## src/rtl/mem_access_ctrl_if.sv

```systemverilog
// Memory-side bus of the load/store sequencer: request, byte lanes and ready handshake.
// Master drives the cycle; slave answers with mem_ready and mem_rdata.
interface mem_access_ctrl_if;
  logic        mem_req;
  logic        mem_we;
  logic [31:0] mem_addr;
  logic [3:0]  mem_be;
  logic [31:0] mem_wdata;
  logic [31:0] mem_rdata;
  logic        mem_ready;

  modport master (
    output mem_req, mem_we, mem_addr, mem_be, mem_wdata,
    input  mem_rdata, mem_ready
  );

  modport slave (
    input  mem_req, mem_we, mem_addr, mem_be, mem_wdata,
    output mem_rdata, mem_ready
  );
endinterface

```

## src/rtl/mem_access_ctrl.sv

```systemverilog
// Load/store sequencer: alignment check, lane steering, ready wait with timeout.
// Latency: done one cycle after mem_ready; control stalls on busy, req ignored unless idle.
module mem_access_ctrl #(
  parameter int TIMEOUT = 16
) (
  input  logic              clk,
  input  logic              rst_n,
  input  logic              req,
  input  logic              is_store,
  input  logic [2:0]        ls_type,
  input  logic [31:0]       addr,
  input  logic [31:0]       wdata,
  mem_access_ctrl_if.master mem,
  output logic              busy,
  output logic              done,
  output logic [31:0]       rdata,
  output logic              addr_err,
  output logic              bus_err,
  output logic [31:0]       bad_addr
);

  typedef enum logic [1:0] {IDLE, ACCESS, RESP, ERR} state_t;

  state_t      state;
  logic        is_store_q;
  logic [2:0]  ls_type_q;
  logic [31:0] addr_q;
  logic [31:0] wdata_q;
  logic [7:0]  cnt;

  logic        in_half, in_byte, misaligned;
  logic        q_half, q_byte, q_unsigned;
  logic [7:0]  byte_sel;
  logic [15:0] half_sel;
  logic [31:0] load_val;
  logic        timeout_hit;

  // Codes 101..111 fall through to word handling.
  always_comb begin
    in_half    = (ls_type == 3'b001) || (ls_type == 3'b010);
    in_byte    = (ls_type == 3'b011) || (ls_type == 3'b100);
    misaligned = in_half ? addr[0] : (!in_byte && (addr[1:0] != 2'b00));
    q_half     = (ls_type_q == 3'b001) || (ls_type_q == 3'b010);
    q_byte     = (ls_type_q == 3'b011) || (ls_type_q == 3'b100);
    q_unsigned = (ls_type_q == 3'b010) || (ls_type_q == 3'b100);
  end

  always_comb begin
    byte_sel = mem.mem_rdata[{addr_q[1:0], 3'b000} +: 8];
    half_sel = addr_q[1] ? mem.mem_rdata[31:16] : mem.mem_rdata[15:0];
    if (q_byte)
      load_val = {{24{!q_unsigned && byte_sel[7]}}, byte_sel};
    else if (q_half)
      load_val = {{16{!q_unsigned && half_sel[15]}}, half_sel};
    else
      load_val = mem.mem_rdata;
  end

  always_comb begin
    mem.mem_req   = (state == ACCESS);
    mem.mem_we    = 1'b0;
    mem.mem_addr  = 32'd0;
    mem.mem_be    = 4'b0000;
    mem.mem_wdata = 32'd0;
    if (state == ACCESS) begin
      mem.mem_we   = is_store_q;
      mem.mem_addr = {addr_q[31:2], 2'b00};
      if (!is_store_q)
        mem.mem_be = 4'b1111;
      else if (q_byte)
        mem.mem_be = 4'b0001 << addr_q[1:0];
      else if (q_half)
        mem.mem_be = addr_q[1] ? 4'b1100 : 4'b0011;
      else
        mem.mem_be = 4'b1111;
      if (q_byte)
        mem.mem_wdata = {4{wdata_q[7:0]}};
      else if (q_half)
        mem.mem_wdata = {2{wdata_q[15:0]}};
      else
        mem.mem_wdata = wdata_q;
    end
  end

  // Ready in the final wait cycle takes priority over the timeout.
  assign timeout_hit = (state == ACCESS) && !mem.mem_ready && (cnt == 8'(TIMEOUT - 1));
  assign bus_err     = timeout_hit;
  assign busy        = (state != IDLE);
  assign done        = (state == RESP);
  assign addr_err    = (state == ERR);

  always_ff @(posedge clk or negedge rst_n) begin
    if (!rst_n) begin
      state      <= IDLE;
      is_store_q <= 1'b0;
      ls_type_q  <= 3'b000;
      addr_q     <= 32'd0;
      wdata_q    <= 32'd0;
      cnt        <= 8'd0;
      rdata      <= 32'd0;
      bad_addr   <= 32'd0;
    end else begin
      case (state)
        IDLE: begin
          if (req) begin
            is_store_q <= is_store;
            ls_type_q  <= ls_type;
            addr_q     <= addr;
            wdata_q    <= wdata;
            cnt        <= 8'd0;
            state      <= misaligned ? ERR : ACCESS;
          end
        end
        ACCESS: begin
          if (mem.mem_ready) begin
            if (!is_store_q)
              rdata <= load_val;
            state <= RESP;
          end else if (timeout_hit) begin
            bad_addr <= addr_q;
            state    <= IDLE;
          end else begin
            cnt <= cnt + 8'd1;
          end
        end
        RESP: state <= IDLE;
        ERR: begin
          bad_addr <= addr_q;
          state    <= IDLE;
        end
        default: state <= IDLE;
      endcase
    end
  end

endmodule

```

## src/flat_wrapper.sv

```systemverilog
// flat-port wrapper written by rule: the top's interface ports become plain ports
module mem_access_ctrl_flat 
#(
  parameter int TIMEOUT = 16
)
  (clk, rst_n, req, is_store, ls_type, addr, wdata, busy, done, rdata, addr_err, bus_err, bad_addr, mem_mem_req, mem_mem_we, mem_mem_addr, mem_mem_be, mem_mem_wdata, mem_mem_rdata, mem_mem_ready);
  mem_access_ctrl_if mem_i ();
  input  logic clk;
  input  logic rst_n;
  input  logic req;
  input  logic is_store;
  input  logic [2:0] ls_type;
  input  logic [31:0] addr;
  input  logic [31:0] wdata;
  output logic busy;
  output logic done;
  output logic [31:0] rdata;
  output logic addr_err;
  output logic bus_err;
  output logic [31:0] bad_addr;
  output wire logic [$bits(mem_i.mem_req)-1:0] mem_mem_req;
  output wire logic [$bits(mem_i.mem_we)-1:0] mem_mem_we;
  output wire logic [$bits(mem_i.mem_addr)-1:0] mem_mem_addr;
  output wire logic [$bits(mem_i.mem_be)-1:0] mem_mem_be;
  output wire logic [$bits(mem_i.mem_wdata)-1:0] mem_mem_wdata;
  input wire logic [$bits(mem_i.mem_rdata)-1:0] mem_mem_rdata;
  input wire logic [$bits(mem_i.mem_ready)-1:0] mem_mem_ready;
  assign mem_mem_req = mem_i.mem_req;
  assign mem_mem_we = mem_i.mem_we;
  assign mem_mem_addr = mem_i.mem_addr;
  assign mem_mem_be = mem_i.mem_be;
  assign mem_mem_wdata = mem_i.mem_wdata;
  assign mem_i.mem_rdata = mem_mem_rdata;
  assign mem_i.mem_ready = mem_mem_ready;
  mem_access_ctrl #(.TIMEOUT(TIMEOUT)) u_core (.clk(clk), .rst_n(rst_n), .req(req), .is_store(is_store), .ls_type(ls_type), .addr(addr), .wdata(wdata), .mem(mem_i), .busy(busy), .done(done), .rdata(rdata), .addr_err(addr_err), .bus_err(bus_err), .bad_addr(bad_addr));
endmodule
```

## config.mk

```make
export PLATFORM = sky130hd
export DESIGN_NAME = mem_access_ctrl_flat
export DESIGN_NICKNAME = d
export VERILOG_FILES = /design/src/rtl/mem_access_ctrl_if.sv /design/src/rtl/mem_access_ctrl.sv /design/src/flat_wrapper.sv
export SDC_FILE = /design/constraint.sdc
export NUM_CORES = 1
export LEC_CHECK = 0
export ABC_AREA = 1
export CORE_MARGIN = 2
export CORE_UTILIZATION = 45
export DETAILED_ROUTE_END_ITERATION = 7
export PLACE_DENSITY = 0.78
export RECOVER_POWER = 25
export SYNTH_ARGS = -nofsm -noshare
export SYNTH_HDL_FRONTEND = slang
export SYNTH_SLANG_ARGS = --single-unit
```

## constraint.sdc

```tcl
create_clock -name clk -period 2.03 [get_ports clk]
set_input_delay 0.3045 -clock clk [delete_from_list [all_inputs] [get_ports clk]]
set_output_delay 0.3045 -clock clk [all_outputs]
set_load 0.02 [all_outputs]
```

### Yosys cells after proc, flatten, opt, wreduce, memory -nomap -nowiden

Cells that the tools add are included.

* $add $sub $neg: 1
* equal/unequal tests: 17
* shift operators: 2
* muxes and demuxes: 26
* bitwise logic cells: 1
* reduce and logical (&&, ||, !) cells: 24

Operators with widths (count)
* 32-bit two-way mux: 8
* 32-bit case mux with 2 select lines: 1
* 32-bit by 6-bit variable part select with 8-bit output: 1
* 8-bit two-way mux: 3
* 4-bit two-way mux: 5
* 16-bit two-way mux: 1
* 8-bit case mux with 2 select lines: 1
* 3-bit by 2-bit equality test with 1-bit output (second input constant): 4
* 8-bit by 1-bit adder with 8-bit output (second input constant): 1
* 8-bit by 4-bit equality test with 1-bit output (second input constant): 1
* 2-bit two-way mux: 4
* 2-bit inequality test (second input constant): 4
* 2-bit nonzero test: 4
* 3-bit by 1-bit equality test with 1-bit output (second input constant): 2
* 3-bit equality test (second input constant): 2
* 2-bit case mux with 3 select lines: 1
* 3-bit AND reduction: 2
* 1-bit logical AND: 5
* 1-bit logical OR: 5
* 2-bit equality test (second input constant): 2
* 2-bit AND reduction: 2
* 4-bit AND reduction: 1
* 1-bit by 2-bit left shift with 4-bit output (first input constant): 1
* 1-bit logical NOT: 3
* 6 further kinds: 7

* register bits after elaboration: 142
* input bits: 104
* output and inout port bits: 138
* logic and storage cells: 79

### Logic depth before layout (Yosys ltp)

Gate-level depths: netlist of run 1.

* depth after elaboration: 8
* mapped depth: 11
* depth with buffers taken out: 9

### Worst setup path after synthesis of run 1

No wires, ideal clock.

* path type: flip-flop to output port
* start point: register u_core.state[1]
* end point: output mem_mem_wdata[16]
* arrival: 1.440 ns
* required time: 1.725 ns
* path slack: 0.286 ns
* cell stages (with the launch flop): 7
* path buffers: 1
* path through: dfrtp_1 > inv_1 > nand2_1 > inv_1 > clkbuf_1 > o21ai_0 > a21oi_1

* longest elaborated chain between the ends: 2

Ends and longest elaborated chain
* start, declared: line mem_access_ctrl.sv:24 `state_t state;`
* start signal, assigned: line mem_access_ctrl.sv:111 `state <= misaligned ? ERR : ACCESS;`
* 2-bit by 1-bit equality test with 1-bit output
* via mem_mem_req: line flat_wrapper.sv:21 `output wire logic [$bits(mem_i.mem_req)-1:0] mem_mem_req;`
* 32-bit two-way mux: line mem_access_ctrl.sv:65 `if (state == ACCESS) begin`
* end, declared: line flat_wrapper.sv:25 `output wire logic [$bits(mem_i.mem_wdata)-1:0] mem_mem_wdata;`

The timed path passes the listed nets, and every way through them passes these cells.

### Worst setup path in the final report of run 1

* start point: register u_core.ls_type_q[0]
* end point: output mem_mem_wdata[30]

* longest elaborated chain between the ends: 5
* elaborated cells on any way between the ends: 9
* classes of those cells: 4 x eq/ne; 3 x mux; 2 x reduce/logical

Ends and longest elaborated chain
* start, declared: line mem_access_ctrl.sv:26 `logic [2:0] ls_type_q;`
* start signal, assigned: line mem_access_ctrl.sv:107 `ls_type_q <= ls_type;`
* 3-bit by 1-bit equality test with 1-bit output / 3-bit by 2-bit equality test with 1-bit output (equally long branches): line mem_access_ctrl.sv:43 `q_half = (ls_type_q == 3'b001) || (ls_type_q == 3'b010);`
* 1-bit logical OR: line mem_access_ctrl.sv:43
* 32-bit two-way mux: line mem_access_ctrl.sv:78 `else if (q_half)`
* 32-bit two-way mux *: line mem_access_ctrl.sv:76 `if (q_byte)`
* 32-bit two-way mux *: line mem_access_ctrl.sv:65

Mark *: on every way between the ends. The rest lies on a longest branch, timed or not.

==> results_dict.tcl, run 1 <==
set metrics [dict create \
    avgRoutedWirePerCell_um 15.21 \
    grt_pass1_wl_um 33750 \
    viasPerCell 4.977 \
    fin_util 0.7172 \
    tritoncts "built" \
    num_rows 45 \
    cp.buffers_inverters 3 \
    p_clk_frac 0.164 \
    cts.root.buffer_cell "clkbuf_16" \
    critical_path.cell_chain "buf_4 -> nor2_4 -> nand2_4 -> nand2_4 -> buf_4 -> nand2_1 -> a21oi_1 -> buf_2" \
    final_cell_mix "nand2_1, clkdlybuf4s50_1, nor2_1" \
    timing.final.crit_period_ps 2182 \
    grt_use_total 0.2561 \
    cts.sinks 142 \
    grt_start_max_net_pins 45 \
    drive_above_1_share 0.2155 \
    clkTransAtPathRegs_ps 60 \
    ant_nets 0 \
    power_density_nw_per_um2 1824 \
    cts_buffers 17 \
    max_slew_margin 0.2802 \
    crit_end "mem_mem_wdata[30]" \
    drt-initial-drc-count 528 \
    wirelength_um 21860 \
    start_util 0.4650 \
    synth_area_um2 7122 \
    p_int_mw 11.17 \
    dr.pass1.iters 5 \
    p_sw_frac 0.4422 \
    die_area_um2 16850 \
    final_common_cell "nand2_1" \
    worst_slew_pin_slew_ps 1080 \
    r2r-start "u_core.ls_type_q[0]$_DFFE_PN0P_" \
    antenna_found_initial 0 \
    critPathLaunch "u_core.ls_type_q[0]$_DFFE_PN0P_" \
    syn_to_final_growth_pct 54.22 \
    critical_path_class "register to output port" \
    overflow 0 \
    synthDistinctLibCells 28 \
    ys_seq_area_frac 0.4989 \
    core-area_um2 15310 \
    pre_cts_ws_ps -166.7 \
    port_buffers 239 \
    grt_pass1_vias 6743 \
    slowest_stage "dfrtp_2" \
    clockBufferDepth 2 \
    ys_warn_count 0 \
    peakVddDrop_mv 1.148 \
    r2r-end "u_core.rdata[18]$_DFFE_PN0P_" \
    setup_viol 25 \
    crit_fanout 4 \
    violations "setup timing" \
    synth_seq_cells 142 \
    outcome "finished, violations left" \
    finalCritPeriodShare 1.075 \
    r2r_cells 11 \
    ff2ff_setup_slack_ps 30 \
    place_hpwl_um 15010 \
    worstSkewPairLatency_ps 420 \
    die_h_um 129.8 \
    io_pins 242 \
    fmax_ghz 0.4582 \
    final_max_slew_viol_count 0 \
    sequentialPowerShare 0.249 \
    path_depth 8 \
    vias 7152 \
    synthCells 932 \
    start_kind "register" \
    end_kind "output port" \
    drc 0 \
    htree_levels 4 \
    share_comb_of_total_power 0.587 \
    die_w_um 129.8 \
    max_stage_delay_ps 450 \
    syn_area_per_cell_um2 7.641 \
    crit_required_ps 1730 \
    cap_violations 0 \
    setup_ws_ps -152.4 \
    layout.nets 1317 \
    cp.arrival_ps 1880 \
    finClkSkew_ps 7.886 \
    hold_viol 0 \
    hold_class "input pin to register" \
    crit_family "buffers and inverters" \
    switchingPower_mw 8.857 \
    rsz0062_at_grt "yes" \
    gp_congestion 0.8912 \
    cellLeakagePower_nw 5.269 \
]
-- how the worst min path moves through the flow --
stage	depth (start not counted)	slack, ps	startpoint	to
finish	3	450	addr[18]	u_core.addr_q[18]$_DFFE_PN0P_
global route	3	460	addr[18]	u_core.addr_q[18]$_DFFE_PN0P_
CTS	2	390	rst_n	u_core.rdata[17]$_DFFE_PN0P_
detailed placement	1	270	rst_n	u_core.rdata[30]$_DFFE_PN0P_
global placement	1	260	rst_n	u_core.rdata[29]$_DFFE_PN0P_
floorplan	0	9	rst_n	u_core.addr_q[0]$_DFFE_PN0P_
-- power by group through the flow --
stage / clock network [mW] / logic (mW) / registers (mW)
6_report: 3.28 / 11.8 / 4.98
5_1_grt: 3.46 / 12.7 / 5.13
4_1_cts: 3.33 / 10.9 / 4.95
3_5_place_dp: 0 / 10.5 / 4.95
3_3_place_gp: 0 / 10.3 / 4.93
2_1_floorplan: 0 / 5.16 / 5.51
-- worst min-delay path, cell delays in order --
cell,delay [ps]
clkdlybuf4s50_1,390
nor2_1,100
a21oi_1,40
-- flip-flops by register name (all words and copies together), names as in the netlist --
signal	flops
u_core.is_store_q	1
u_core.cnt	8
u_core.addr_q	32
u_core.rdata	32
u_core.ls_type_q	3
u_core.wdata_q	32
u_core.bad_addr	32
u_core.state	2
-- Yosys cell counts (all sizes together) --
cell / n / area (um2)
a21oi: 82 / 410.4
a31oi: 1 / 6.260
buf: 41 / 222.7
clkbuf: 11 / 41.29
conb: 1 / 3.750
dfrtp: 142 / 3553
ha: 1 / 12.51
inv: 104 / 390.4
mux2: 24 / 270.3
nand2: 237 / 904.6
nand3: 26 / 135.1
nand4: 7 / 43.79
nor2: 157 / 589.3
nor3: 2 / 10.01
nor3b: 2 / 15.01
o211ai: 7 / 52.55
o21ai: 83 / 426.7
o21bai: 1 / 7.510
xor2: 3 / 26.28
-- routing by layer --
layer  share of wire  global-route usage
met5               0                   0
met4           0.030              0.1082
met1            0.42              0.3341
met2            0.49              0.4222
met3           0.065             0.04674
-- metrics by stage --
| step | power (mW) | instance area, um2 | hold WS, ps | std cells | TNS (ps) |
|---|---|---|---|---|---|
| finish | 20.03 | 10980 | 451.3 | 1437 | -2795 |
| floorplan | 10.67 | 7126 | 8.909 | 933 | 0 |
| CTS | 19.19 | 10820 | 389.5 | 1427 | -2148 |
| global placement | 15.25 | 10010 | 261.8 | 1381 | -1682 |
| global route | 21.28 | 10980 | 461.5 | 1436 | -9650 |
| detailed placement | 15.43 | 10010 | 267.6 | 1381 | -3248 |
-- logic make-up (layout without fill, tap and decap cells) --
kind of cell,count (synthesis),in the layout,synth area share
compound gates,174,174,0.1268
xor+xnor,3,3,0.003690
fa+ha+maj,1,1,0.001757
buf+inv,156,447,0.09188
flops,142,142,0.4989
mux,24,24,0.03795
other cells,1,3,0.0005266
simple gates,431,432,0.2384
-- timing repair --
action,CTS,global route
pin swaps,5,20
hold buffers,1,0
gates cloned,2,1
setup buffers,11,8
gates resized for setup,271,106
endpoints found under the hold margin,41,0
setup endpoints to repair,70,83
-- layout make-up --
cell class | instances | area (um2)
fillers | 1218 | 4332
flip-flops and latches | 142 | 3556
multi-input cells | 636 | 3246
repair buffers | 311 | 2903
clock buffers | 19 | 442.9
inverters | 104 | 394.1
well taps | 211 | 264.0
clock inverters | 13 | 175.2
diodes | 1 | 2.502
No activity file was read; power rests on OpenSTA's default activity.
==> run 2: changes to the inputs <==
- SLEW_MARGIN: default -> 20
==> results of run 2 <==
Final layout, timing and power as in run 1 (identical DEF).
==> run 3: changes to the inputs <==
- CTS_BUF_LIST: default -> sky130_fd_sc_hd__clkbuf_4 sky130_fd_sc_hd__clkbuf_8 sky130_fd_sc_hd__clkbuf_16
- SLEW_MARGIN: 20 -> default
==> run 3 against run 2 <==
The run still ends with setup timing left. Flip-flop and latch count did not move. Largest power group unchanged. Clock-buffer cell count did not move. Clock skew is the same.
==> results_dict.tcl, run 3 (synthesis results as in run 1) <==
set metrics [dict create \
    crit_required_ps 1730 \
    die_area_um2 16850 \
    io_pins 242 \
    setup_viol 25 \
    max_slew_margin 0.2802 \
    antenna_found_initial 0 \
    sequentialPowerShare 0.249 \
    slowest_stage "dfrtp_2" \
    p_clk_frac 0.164 \
    r2r-end "u_core.rdata[18]$_DFFE_PN0P_" \
    finClkSkew_ps 7.886 \
    r2r_cells 11 \
    crit_fanout 4 \
    die_w_um 129.8 \
    switchingPower_mw 8.857 \
    final_cell_mix "nand2_1, clkdlybuf4s50_1, nor2_1" \
    r2r-start "u_core.ls_type_q[0]$_DFFE_PN0P_" \
    fmax_ghz 0.4582 \
    critPathLaunch "u_core.ls_type_q[0]$_DFFE_PN0P_" \
    fin_tns_setup_ps -2795 \
    end_kind "output port" \
    cap_violations 0 \
    fillers 1219 \
    layout.nets 1317 \
    p_int_mw 11.19 \
    dr.pass1.iters 5 \
    ff2ff_setup_slack_ps 30 \
    power_density_nw_per_um2 1824 \
    cts.root.buffer_cell "clkbuf_16" \
    htree_levels 4 \
    start_kind "register" \
    violations "setup timing" \
    drc 0 \
    port_buffers 239 \
    grt_start_max_net_pins 45 \
    share_comb_of_total_power 0.587 \
    tritoncts "built" \
    clockBufferDepth 2 \
    clkTransAtPathRegs_ps 60 \
    core-area_um2 15310 \
    finalCritPeriodShare 1.075 \
    seq_area_um2 3556 \
    worst_slew_pin_slew_ps 1080 \
    place_hpwl_um 15010 \
    p_sw_frac 0.4419 \
    gp_congestion 0.8912 \
    critical_path_class "register to output port" \
    setup_ws_ps -152.4 \
    viasPerCell 4.977 \
    ant_nets 0 \
    critical_path.cell_chain "buf_4 -> nor2_4 -> nand2_4 -> nand2_4 -> buf_4 -> nand2_1 -> a21oi_1 -> buf_2" \
    outcome "finished, violations left" \
    hold_ws_ps 451.3 \
    num_rows 45 \
    final_max_slew_viol_count 0 \
    grt_pass1_wl_um 33750 \
    drt-initial-drc-count 528 \
    wirelength_um 21860 \
    final_common_cell "nand2_1" \
    cellLeakagePower_nw 5.273 \
    hold_viol 0 \
    syn_to_final_growth_pct 54.27 \
    overflow 0 \
    drive_above_1_share 0.2163 \
    grt_pass1_vias 6743 \
    grt_use_total 0.2561 \
    final_cells 1437 \
    rsz0062_at_grt "yes" \
    cp.arrival_ps 1880 \
    placed_cells 1381 \
    peakVddDrop_mv 1.148 \
    die_h_um 129.8 \
    cts.sinks 142 \
    max_stage_delay_ps 450 \
    cts_buffers 17 \
    multi_input_area_um2 3246 \
    power_mw 20.04 \
    hold_class "input pin to register" \
    start_util 0.4650 \
    timing.final.crit_period_ps 2182 \
    avgRoutedWirePerCell_um 15.21 \
    vias 7152 \
    fin_util 0.7174 \
    crit_end "mem_mem_wdata[30]" \
    worstSkewPairLatency_ps 420 \
]
-- run 3: cell counts in the layout (fill, tap and decap cells not counted) --
No cell type changed its count.
-- run 3: what timing repair did --
action,in CTS,in global routing
pin swaps,5,20
setup endpoints to repair,70,83
resized for setup,271,106
setup buffers,11,8
gates cloned,2,1
hold endpoints to repair,41,0
hold buffers,1,0
-- run 3: cell type report --
| type | count | share of cell area |
|---|---|---|
| Sequential cell | 142 | 0.3237 |
| Clock buffer | 19 | 0.04066 |
| Timing Repair Buffer | 311 | 0.2642 |
| Clock inverter | 13 | 0.01594 |
| Tap cell | 211 | 0.02403 |
| Inverter | 104 | 0.03587 |
| Multi-Input combinational cell | 636 | 0.2954 |
| Antenna cell | 1 | 0.0002278 |
-- run 3: per-layer routing --
metal	GRT usage	vias up	wire, um
met5	0	-	0
met1	0.3341	3316	9159
li1	-	3493	-
met3	0.04674	55	1415
met4	0.1082	0	658
met2	0.4222	288	10630
-- run 3: worst min path at each step --
stage               slack [ps]  cells past startpoint                            end  startpoint
global placement           260                      1   u_core.rdata[29]$_DFFE_PN0P_       rst_n
floorplan                    9                      0   u_core.addr_q[0]$_DFFE_PN0P_       rst_n
CTS                        390                      2   u_core.rdata[17]$_DFFE_PN0P_       rst_n
finish                     450                      3  u_core.addr_q[18]$_DFFE_PN0P_    addr[18]
detailed placement         270                      1   u_core.rdata[30]$_DFFE_PN0P_       rst_n
global route               460                      3  u_core.addr_q[18]$_DFFE_PN0P_    addr[18]
-- run 3: worst max-delay path: cells and delay by family (launching register included) --
kind	cells	cell delay, ps
flip-flops	1	450
buffers and inverters	3	470
AND/OR/NAND/NOR	4	410
AO/OA/AOI/OAI	1	130
-- run 3: power by group through the flow --
stage | sequential [mW] | combinational, mW | clock (mW)
6_report | 4.98 | 11.8 | 3.30
5_1_grt | 5.13 | 12.7 | 3.47
4_1_cts | 4.95 | 10.9 | 3.34
3_5_place_dp | 4.95 | 10.5 | 0
3_3_place_gp | 4.93 | 10.3 | 0
2_1_floorplan | 5.51 | 5.16 | 0
-- run 3: stage by stage --
| stage | setup WS (ps) | cell area [um2] |
|---|---|---|
| final | -152.4 | 10990 |
| after global routing | -227.4 | 10980 |
| after CTS | -137.1 | 10830 |
| after detailed placement | -166.7 | 10010 |
| after global placement | -101.6 | 10010 |
| after floorplan | 285.9 | 7126 |
